==> config.mk <==
export PLATFORM = sky130hd
export DESIGN_NAME = snes_port_ctrl
export DESIGN_NICKNAME = d
export VERILOG_FILES = /design/src/rtl/snes_port_ctrl.sv
export SDC_FILE = /design/constraint.sdc
export NUM_CORES = 1
export LEC_CHECK = 0
export BUFFER_PORTS_ARGS = -buffer_cell sky130_fd_sc_hd__buf_2
export CORE_MARGIN = 4
export CORE_UTILIZATION = 50
export CTS_CLUSTER_DIAMETER = 150
export DETAILED_ROUTE_END_ITERATION = 6
export PLACE_DENSITY = 0.73
export SYNTH_ARGS = -nofsm -noshare
export SYNTH_HDL_FRONTEND = slang
export SYNTH_SLANG_ARGS = --single-unit
export TNS_END_PERCENT = 1
==> constraint.sdc <==
create_clock -name clk -period 3.45 [get_ports clk]
set_clock_uncertainty 0.05 [all_clocks]
set_input_delay 0.345 -clock clk [delete_from_list [all_inputs] [get_ports clk]]
set_output_delay 0.345 -clock clk [all_outputs]
set_load 0.01 [all_outputs]
==> src/rtl/snes_port_ctrl.sv <==
// SNES controller-port server: arbitrates among button, PS/2 and IR sources,
// snapshots the owner's 16-bit state on console latch and shifts it out per console clock.
module snes_port_ctrl #(
  parameter int SYNC_STAGES = 2,
  parameter int HOLD_CYCLES = 208000
) (
  input  logic        clk,
  input  logic        reset_n,
  input  logic [15:0] button_data,
  input  logic [15:0] keyboard_data,
  input  logic [15:0] ir_data,
  input  logic [1:0]  mode,
  input  logic        snes_latch,
  input  logic        snes_clk,
  output logic        snes_data,
  output logic [1:0]  active_src,
  output logic        frame_done
);

  localparam int HOLD_W = $clog2(HOLD_CYCLES + 1);
  localparam logic [HOLD_W-1:0] HOLD_LD = HOLD_W'(HOLD_CYCLES);

  localparam logic [1:0] ST_IDLE  = 2'd0;
  localparam logic [1:0] ST_LOAD  = 2'd1;
  localparam logic [1:0] ST_SHIFT = 2'd2;
  localparam logic [1:0] ST_DONE  = 2'd3;

  logic [SYNC_STAGES-1:0] latch_sync_q, sclk_sync_q;
  logic                   latch_prev_q, sclk_prev_q;
  logic                   latch_s, sclk_s, latch_rise, sclk_rise;

  logic [1:0]        owner_q, owner_d, prio_src;
  logic [1:0]        mode_q;
  logic [HOLD_W-1:0] hold_q, hold_d;
  logic [2:0]        src_act;
  logic              owner_act;
  logic [15:0]       owner_data;

  logic [1:0]  state_q, state_d;
  logic [15:0] sr_q, sr_d;
  logic [4:0]  cnt_q, cnt_d;
  logic        done_q, done_d;
  logic        cmp_q, cmp_d;
  logic        sdata_q;

  assign latch_s    = latch_sync_q[SYNC_STAGES-1];
  assign sclk_s     = sclk_sync_q[SYNC_STAGES-1];
  assign latch_rise = latch_s & ~latch_prev_q;
  assign sclk_rise  = sclk_s & ~sclk_prev_q;

  assign snes_data  = sdata_q;
  assign active_src = owner_q;
  assign frame_done = done_q;

  always_comb begin
    src_act = {(ir_data != 16'h0), (keyboard_data != 16'h0), (button_data != 16'h0)};
    case (owner_q)
      2'b00:   begin owner_act = src_act[0]; owner_data = button_data;   end
      2'b01:   begin owner_act = src_act[1]; owner_data = keyboard_data; end
      2'b10:   begin owner_act = src_act[2]; owner_data = ir_data;       end
      default: begin owner_act = 1'b0;       owner_data = 16'h0;         end
    endcase
    if (src_act[0])      prio_src = 2'b00;
    else if (src_act[1]) prio_src = 2'b01;
    else                 prio_src = 2'b10;
  end

  // Ownership: forced modes pin the owner; auto mode holds the owner until it idles out.
  always_comb begin
    owner_d = owner_q;
    hold_d  = hold_q;
    if (mode != 2'b00) begin
      owner_d = mode - 2'd1;
      hold_d  = '0;
    end else if (mode_q != 2'b00) begin
      owner_d = mode_q - 2'd1;
      hold_d  = HOLD_LD;
    end else if (owner_act) begin
      hold_d = HOLD_LD;
    end else if (hold_q != '0) begin
      hold_d = hold_q - HOLD_W'(1);
    end else if (|src_act) begin
      owner_d = prio_src;
      hold_d  = HOLD_LD;
    end
  end

  always_comb begin
    state_d = state_q;
    sr_d    = sr_q;
    cnt_d   = cnt_q;
    done_d  = 1'b0;
    cmp_d   = cmp_q;
    if (latch_rise) begin
      state_d = ST_LOAD;
      cmp_d   = 1'b0;
    end else begin
      case (state_q)
        ST_LOAD: begin
          sr_d  = owner_data;
          cnt_d = 5'd0;
          if (!latch_s) state_d = ST_SHIFT;
        end
        ST_SHIFT: begin
          if (sclk_rise) begin
            sr_d  = {1'b0, sr_q[15:1]};
            cnt_d = cnt_q + 5'd1;
            if (cnt_q == 5'd15) begin
              state_d = ST_DONE;
              done_d  = 1'b1;
              cmp_d   = 1'b1;
            end
          end
        end
        ST_DONE: state_d = ST_IDLE;
        default: state_d = state_q;
      endcase
    end
  end

  // Output is registered from sr_q so a console clock edge reaches the pin SYNC_STAGES+2 clocks later.
  always_ff @(posedge clk or negedge reset_n) begin
    if (!reset_n) begin
      latch_sync_q <= '0;
      sclk_sync_q  <= '0;
      latch_prev_q <= 1'b0;
      sclk_prev_q  <= 1'b0;
      owner_q      <= 2'b00;
      mode_q       <= 2'b00;
      hold_q       <= '0;
      state_q      <= ST_IDLE;
      sr_q         <= 16'h0;
      cnt_q        <= 5'd0;
      done_q       <= 1'b0;
      cmp_q        <= 1'b0;
      sdata_q      <= 1'b1;
    end else begin
      latch_sync_q <= {latch_sync_q[SYNC_STAGES-2:0], snes_latch};
      sclk_sync_q  <= {sclk_sync_q[SYNC_STAGES-2:0], snes_clk};
      latch_prev_q <= latch_s;
      sclk_prev_q  <= sclk_s;
      owner_q      <= owner_d;
      mode_q       <= mode;
      hold_q       <= hold_d;
      state_q      <= state_d;
      sr_q         <= sr_d;
      cnt_q        <= cnt_d;
      done_q       <= done_d;
      cmp_q        <= cmp_d;
      sdata_q      <= cmp_q ? 1'b0 : ~sr_q[0];
    end
  end

endmodule

==> impl_results.md, run 1 <==
* DR vias/cell at around 5.7
* Type of origin of the critical path: flip-flop
* Yosys top cell area share at 44.0%
* Peak VDD IR at around 390 uV
* Antenna violations before repair at 0
* Area of the multi-input gates at 0.00156 sq mm
* Sink Count at 54
* Reg2reg start: hold_q[0]
* CP bufs+invs at 1
* Mean Syn Cell Area at 9.41 sq um
* Vias in the first global route at 2493
* Remaining Overflow, GRT at 0
* CP endpoint kind: flip-flop
* Final TNS setup at 0 ps
* Post-CTS Setup Inserts at 0
* Clock Tree Root: clkbuf_8
* Sequential area share after synthesis at 44.9%
* Crit-path slowest cell: or4_1
* MaxCap Viol Count at 0
* Setup CP Type: flip-flop to flip-flop
* Hold Buf Count CTS at 0
* Synth cell types at 46
* Synth warn at 0
* Most common cell in the synthesized netlist: dfrtp_1
* Power Dens Cells at 525 mW/mm^2
* Cell taking the most area after synthesis: dfrtp_1
* Fin. max-slew vios at 0
* Port buffer count at 57
* I/O pin total at 58
* Resize count post-CTS at 0
* Drt initial violations at between 100 and 150
* DR WL/cell at roughly 16 um
* CP cell instances: inv_1, ha_1, or4b_4, or2_1, or4_1, o31a_1, mux2_4
* CTS Buf Count at 5
* Worst-path fanout max at 7
* Clk slew on worst S/H paths at approximately 100 ps
* Endpoints failing hold at 0
* Routability cong. at slightly below 0.9
* Top cells by count, synth: 53 x dfrtp_1, 37 x nand2_1, 30 x o21ai_0
* Worst skew pair latency at 310 ps
* Die Y at 85.6 um
* Die width at around 86 um
* Crit path max-delay family: simple AND/OR/NAND/NOR gates
* PnR Total Power at 1.81 mW
* Core Area at between 0.005 and 0.006 sq mm
* Total GRT Usage at 20.0%
* Final WL at a little over 7 mm
* Row cnt at 28
* Slew @ Worst Pin at 962 ps
* Outcome: complete, no violations
* CTS tree: done
* Initial DRT Pass Iterations at 4
* Final setup vio count at 0
* Post-DP HPWL at approximately 5.4 mm
* CP Data Arrival Time at 2980 ps
* Maximum operating frequency at 0.354 GHz
* Crit path launch: hold_q[0]
* Pin count of the biggest net entering global routing at 44
* # fillers at about 540
* Asr flop ratio synth at 100%
* Hold_sp: snes_latch
* Syn Nets at about 380
* Crit path time final at 2830 ps
* Synth area leaders: dfrtp_1 44%, mux2i_1 9.3%, o21ai_0 5.0%
* H-tree Lvls at 2
* P_leak at 1.61 nW
* Relative slew slack at 35.7%
* Area Overhead vs Synth at 14.3%
* CP max stage delay at 520 ps
* Worst Hold Class: input pin to flip-flop
* Initial core utilization at 51.2%
* Primary FF master, synth: dfrtp_1
* Reg2reg setup slack at 620 ps
* Hold_ws at around 86 ps
* Final core occ at 58.5%
* RSZ-0062 raised after global routing: false
* Post-synth EDFFs at 0
* Post-Synthesis Cells at 320
* Req. time, crit path at 3600 ps
* Reg area at 0.00135 sq mm
* DIE AREA at 0.00733 sq mm
* Netlist Area Pre-Place at 0.00301 sq mm
* DR vias at 2555
* Final net count at 432
* Tcrit/Tclk final at 81.9%
* Clock buffer depth at 2
* Final ANT Viol Nets at 0
* Layout cells sized above 1 at 19.9%
* Register bit total from synthesis at 54
* # DRC at 0
* First-pass GRT wire length at approximately 12 mm
* Ant. Diodes at 0
worst register-to-register path, stage by stage, from the launching register on:
cell,delay (ps)
dfrtp_1,430
inv_1,70
ha_1,190
or4b_4,510
or2_1,330
or4_1,520
o31a_1,330
mux2_4,300
logic make-up (layout without fill, tap and decap cells):
| logic type | Yosys count | after routing | share of synthesized area, % |
|---|---|---|---|
| AND/OR/NAND/NOR | 123 | 123 | 21.1 |
| AO/OA/AOI/OAI | 67 | 67 | 13.8 |
| flip-flops | 54 | 54 | 44.9 |
| multiplexers | 29 | 29 | 9.80 |
| buffers and inverters | 25 | 77 | 3.20 |
| XOR/XNOR | 15 | 15 | 4.36 |
| adder cells (fa/ha/maj) | 7 | 7 | 2.91 |
final timing paths:
kind,endpoint,depth (start not counted)
max,active_src[1],7
min,latch_sync_q[0],1
max reg2reg,active_src[1],7
min reg2reg,sclk_sync_q[1],0
max in group asynchronous,snes_data,2
min in group asynchronous,sr_q[6],1
layer usage:
metal  wire length, um  track usage, %
met1              3150            26.4
met5                 0               0
met2              3530            34.2
met3               306            3.75
met4                62            4.46
where the power goes:
part	total, mW	switching, mW	internal (mW)
combinational	0.601	0.344	0.257
sequential	0.851	0.0873	0.763
clock	0.353	0.208	0.145
total	1.81	0.639	1.17
cell usage in the layout (no fill, tap or decap), types with 5 or more instances in the layout:
cell,netlist,routed
nand4_1,5,5
clkbuf_8,0,5
ha_1,7,7
inv_1,8,8
xnor2_1,10,10
a21oi_1,9,9
nor2_1,26,26
xor2_1,5,5
nor3_1,6,6
buf_2,1,57
nor4_1,16,16
nand2_1,37,37
and4_1,5,5
or4_1,6,6
o21ai_0,30,30
dfrtp_1,53,53
a2bb2oi_1,5,5
a211oi_1,6,6
mux2i_1,28,28
flip-flops by register name, indices dropped and copies added, names as in the netlist:
name,cells
latch_sync_q,2
sclk_sync_q,2
sr_q,16
cmp_q,1
sclk_prev_q,1
snes_data,1
mode_q,2
hold_q,18
cnt_q,5
latch_prev_q,1
active_src,2
state_q,2
frame_done,1
layout make-up:
| class | instances | share of cell area (%) |
|---|---|---|
| multi-input cells | 241 | 45.4 |
| flip-flops and latches | 54 | 39.3 |
| repair buffers | 61 | 9.16 |
| well taps | 75 | 2.73 |
| clock buffers | 6 | 2.11 |
| inverters | 8 | 0.873 |
| clock inverters | 2 | 0.400 |
metrics by stage:
step / cell area, sq um / instances / worst slack [ps]
2_1_floorplan: 3010 / 320 / 718
3_3_place_gp: 3350 / 439 / 696
3_5_place_dp: 3350 / 439 / 656
4_1_cts: 3440 / 447 / 634
5_1_grt: 3440 / 447 / 477
6_report: 3440 / 447 / 624
Power figures use the tool's default switching activity.
==> run 2, diff against run 1 <==
clock period = 2.82 ns   (was 3.45 ns; I/O delays follow)
==> run 2 against run 1 <==
Against the previous run:
- clock power increased by 33%
- worst hold slack got worse by 68 ps
- sequential share of layout area shrank 0.81 points
- core utilization is 1.2 points higher
- sequential power is 22% higher
- via count down 0.35%
- global-route usage fell by 0.28 points
- routed wire length down 0.72%
==> impl_results.md, run 2 (synthesis results as in run 1) <==
* Outcome: complete, no violations
* Final WL at 7.00 mm
* Post-CTS Setup Inserts at 0
* Type of origin of the critical path: flip-flop
* Reg power frac at 46.0%
* CP cell instances: inv_1, ha_2, or4b_4, or2_4, or4_1, o31a_1, mux2_4
* # DRC at 0
* Top Registers: hold_q x18, sr_q x16, cnt_q x5
* DR WL/cell at 15.5 um
* Flip-flop count of the largest register after layout at 18
* Final setup vio count at 0
* CTS tree: done
* Net Switching at 0.803 mW
* Total internal power at 1.45 mW
* Area Overhead vs Synth at 16.7%
* Crit path max-delay family: simple AND/OR/NAND/NOR gates
* Post-DP HPWL at 5.37 mm
* CP endpoint kind: flip-flop
* Ant. Diodes at 0
* # fillers at 522
* MaxCap Viol Count at 0
* Crit path time final at 2700 ps
* Port buffer count at between 50 and 60
* CP max stage delay at just over 500 ps
* Power Dens Cells at 640 mW/mm^2
* Most frequent cells in the layout: 57 x buf_2, 53 x dfrtp_1, 37 x nand2_1
* Endpoints failing hold at 0
* Core Area at 0.00589 sq mm
* Initial core utilization at 51.2%
* Layout cells sized above 1 at 22.0%
* CTS Buf Count at 5
* Clock Tree Root: clkbuf_8
* Remaining Overflow, GRT at 0
* Worst skew pair latency at about 320 ps
* Clock buffer depth at 2
* Sink Count at 54
* Initial DRT Pass Iterations at 4
* Setup CP Type: flip-flop to flip-flop
* Total GRT Usage at 19.7%
* Die width at between 80 and 90 um
* Worst Hold Class: input pin to flip-flop
* Tcrit/Tclk final at between 90% and 100%
* Vias in the first global route at 2544
* PnR Total Power at 2.25 mW
* Req. time, crit path at roughly 3000 ps
* I/O pin total at 58
* H-tree Lvls at 2
* Relative slew slack at 55.2%
* Crit-path slowest cell: or4_1
* Logic pwr share at about a third
* Die Y at 85.6 um
* Final ANT Viol Nets at 0
* Clock power share at 21.0%
* Peak VDD IR at 306 uV
* Clk slew on worst S/H paths at 110 ps
* Slew @ Worst Pin at 672 ps
* Fin. max-slew vios at 0
* Worst-path fanout max at 4
* DR vias/cell at 5.63
* CP bufs+invs at 1
* P_leak at approximately 1.6 nW
* Routability cong. at a little over 0.9
* Non-Filler Instances at ~450
* CP Data Arrival Time at 2870 ps
* DIE AREA at between 0.007 and 0.008 sq mm
* Maximum operating frequency at 0.370 GHz
* Commonest non-fill, non-tap cell in the layout: buf_2
* Cell total after placement at 444
* Drt initial violations at 169
* RSZ-0062 raised after global routing: false
* Antenna violations before repair at 0
* DR vias at around 2.5k
* Final net count at about 440
* Most flop-heavy register: hold_q
* Sw Share at a little over a third
* Row cnt at 28
* First-pass GRT wire length at about 12 mm
* Pin count of the biggest net entering global routing at between 50 and 60
* Final TNS setup at 0 ps
## run 2: power groups by stage
stage / sequential, mW / combinational (mW) / clock [mW]
final: 1.04 / 0.743 / 0.471
after global routing: 1.06 / 0.848 / 0.519
after CTS: 1.04 / 0.743 / 0.483
after detailed placement: 1.05 / 0.742 / 0
after global placement: 1.04 / 0.719 / 0
after floorplan: 1.03 / 0.550 / 0
## run 2: layout make-up
cell class	count	area (sq um)	share of cell area, %
timing repair buffer	66	365	10.4
clock inverter	3	28.8	0.819
inverter	8	30.0	0.855
clock buffer	5	68.8	1.96
multi-input combinational	241	1570	44.8
tap	75	93.8	2.67
sequential	54	1350	38.5
## run 2: worst paths after layout
check	startpoint	endpoint	slack (ps)	cells after the start
max in group asynchronous	reset_n	hold_q[5]	2250	2
hold / removal	snes_latch	latch_sync_q[0]	20	1
setup / recovery	hold_q[0]	active_src[1]	120	7
hold reg to reg	latch_sync_q[0]	latch_sync_q[1]	300	0
min in group asynchronous	reset_n	sr_q[9]	30	2
setup reg to reg	hold_q[0]	active_src[1]	120	7
## run 2: through the flow
step / setup slack (ps) / hold WS [ps] / cell area, sq um / utilization [%]
2_1_floorplan: 87.8 / -63.6 / 3010 / -
3_3_place_gp: 146 / 283 / 3400 / 57.8
3_5_place_dp: 96.6 / 285 / 3400 / 57.8
4_1_cts: 81.6 / 9.39 / 3500 / 59.5
5_1_grt: 2.38 / 3.05 / 3510 / 59.7
6_report: 116 / 17.5 / 3510 / 59.7
## run 2: per-layer routing
metal | vias to the layer above | track usage (%) | share of wire (%)
met4 | 0 | 5.18 | 0.59
met5 | - | 0 | 0
li1 | 1273 | - | -
met3 | 4 | 5.09 | 5.0
met1 | 1214 | 25.5 | 45
met2 | 55 | 33.0 | 49
## run 2: what timing repair did
item | in CTS | in global routing
endpoints found under the hold margin | 0 | 0
hold buffers | 0 | 0
endpoints found under the setup margin | 0 | 10
gates resized for setup | 0 | 3
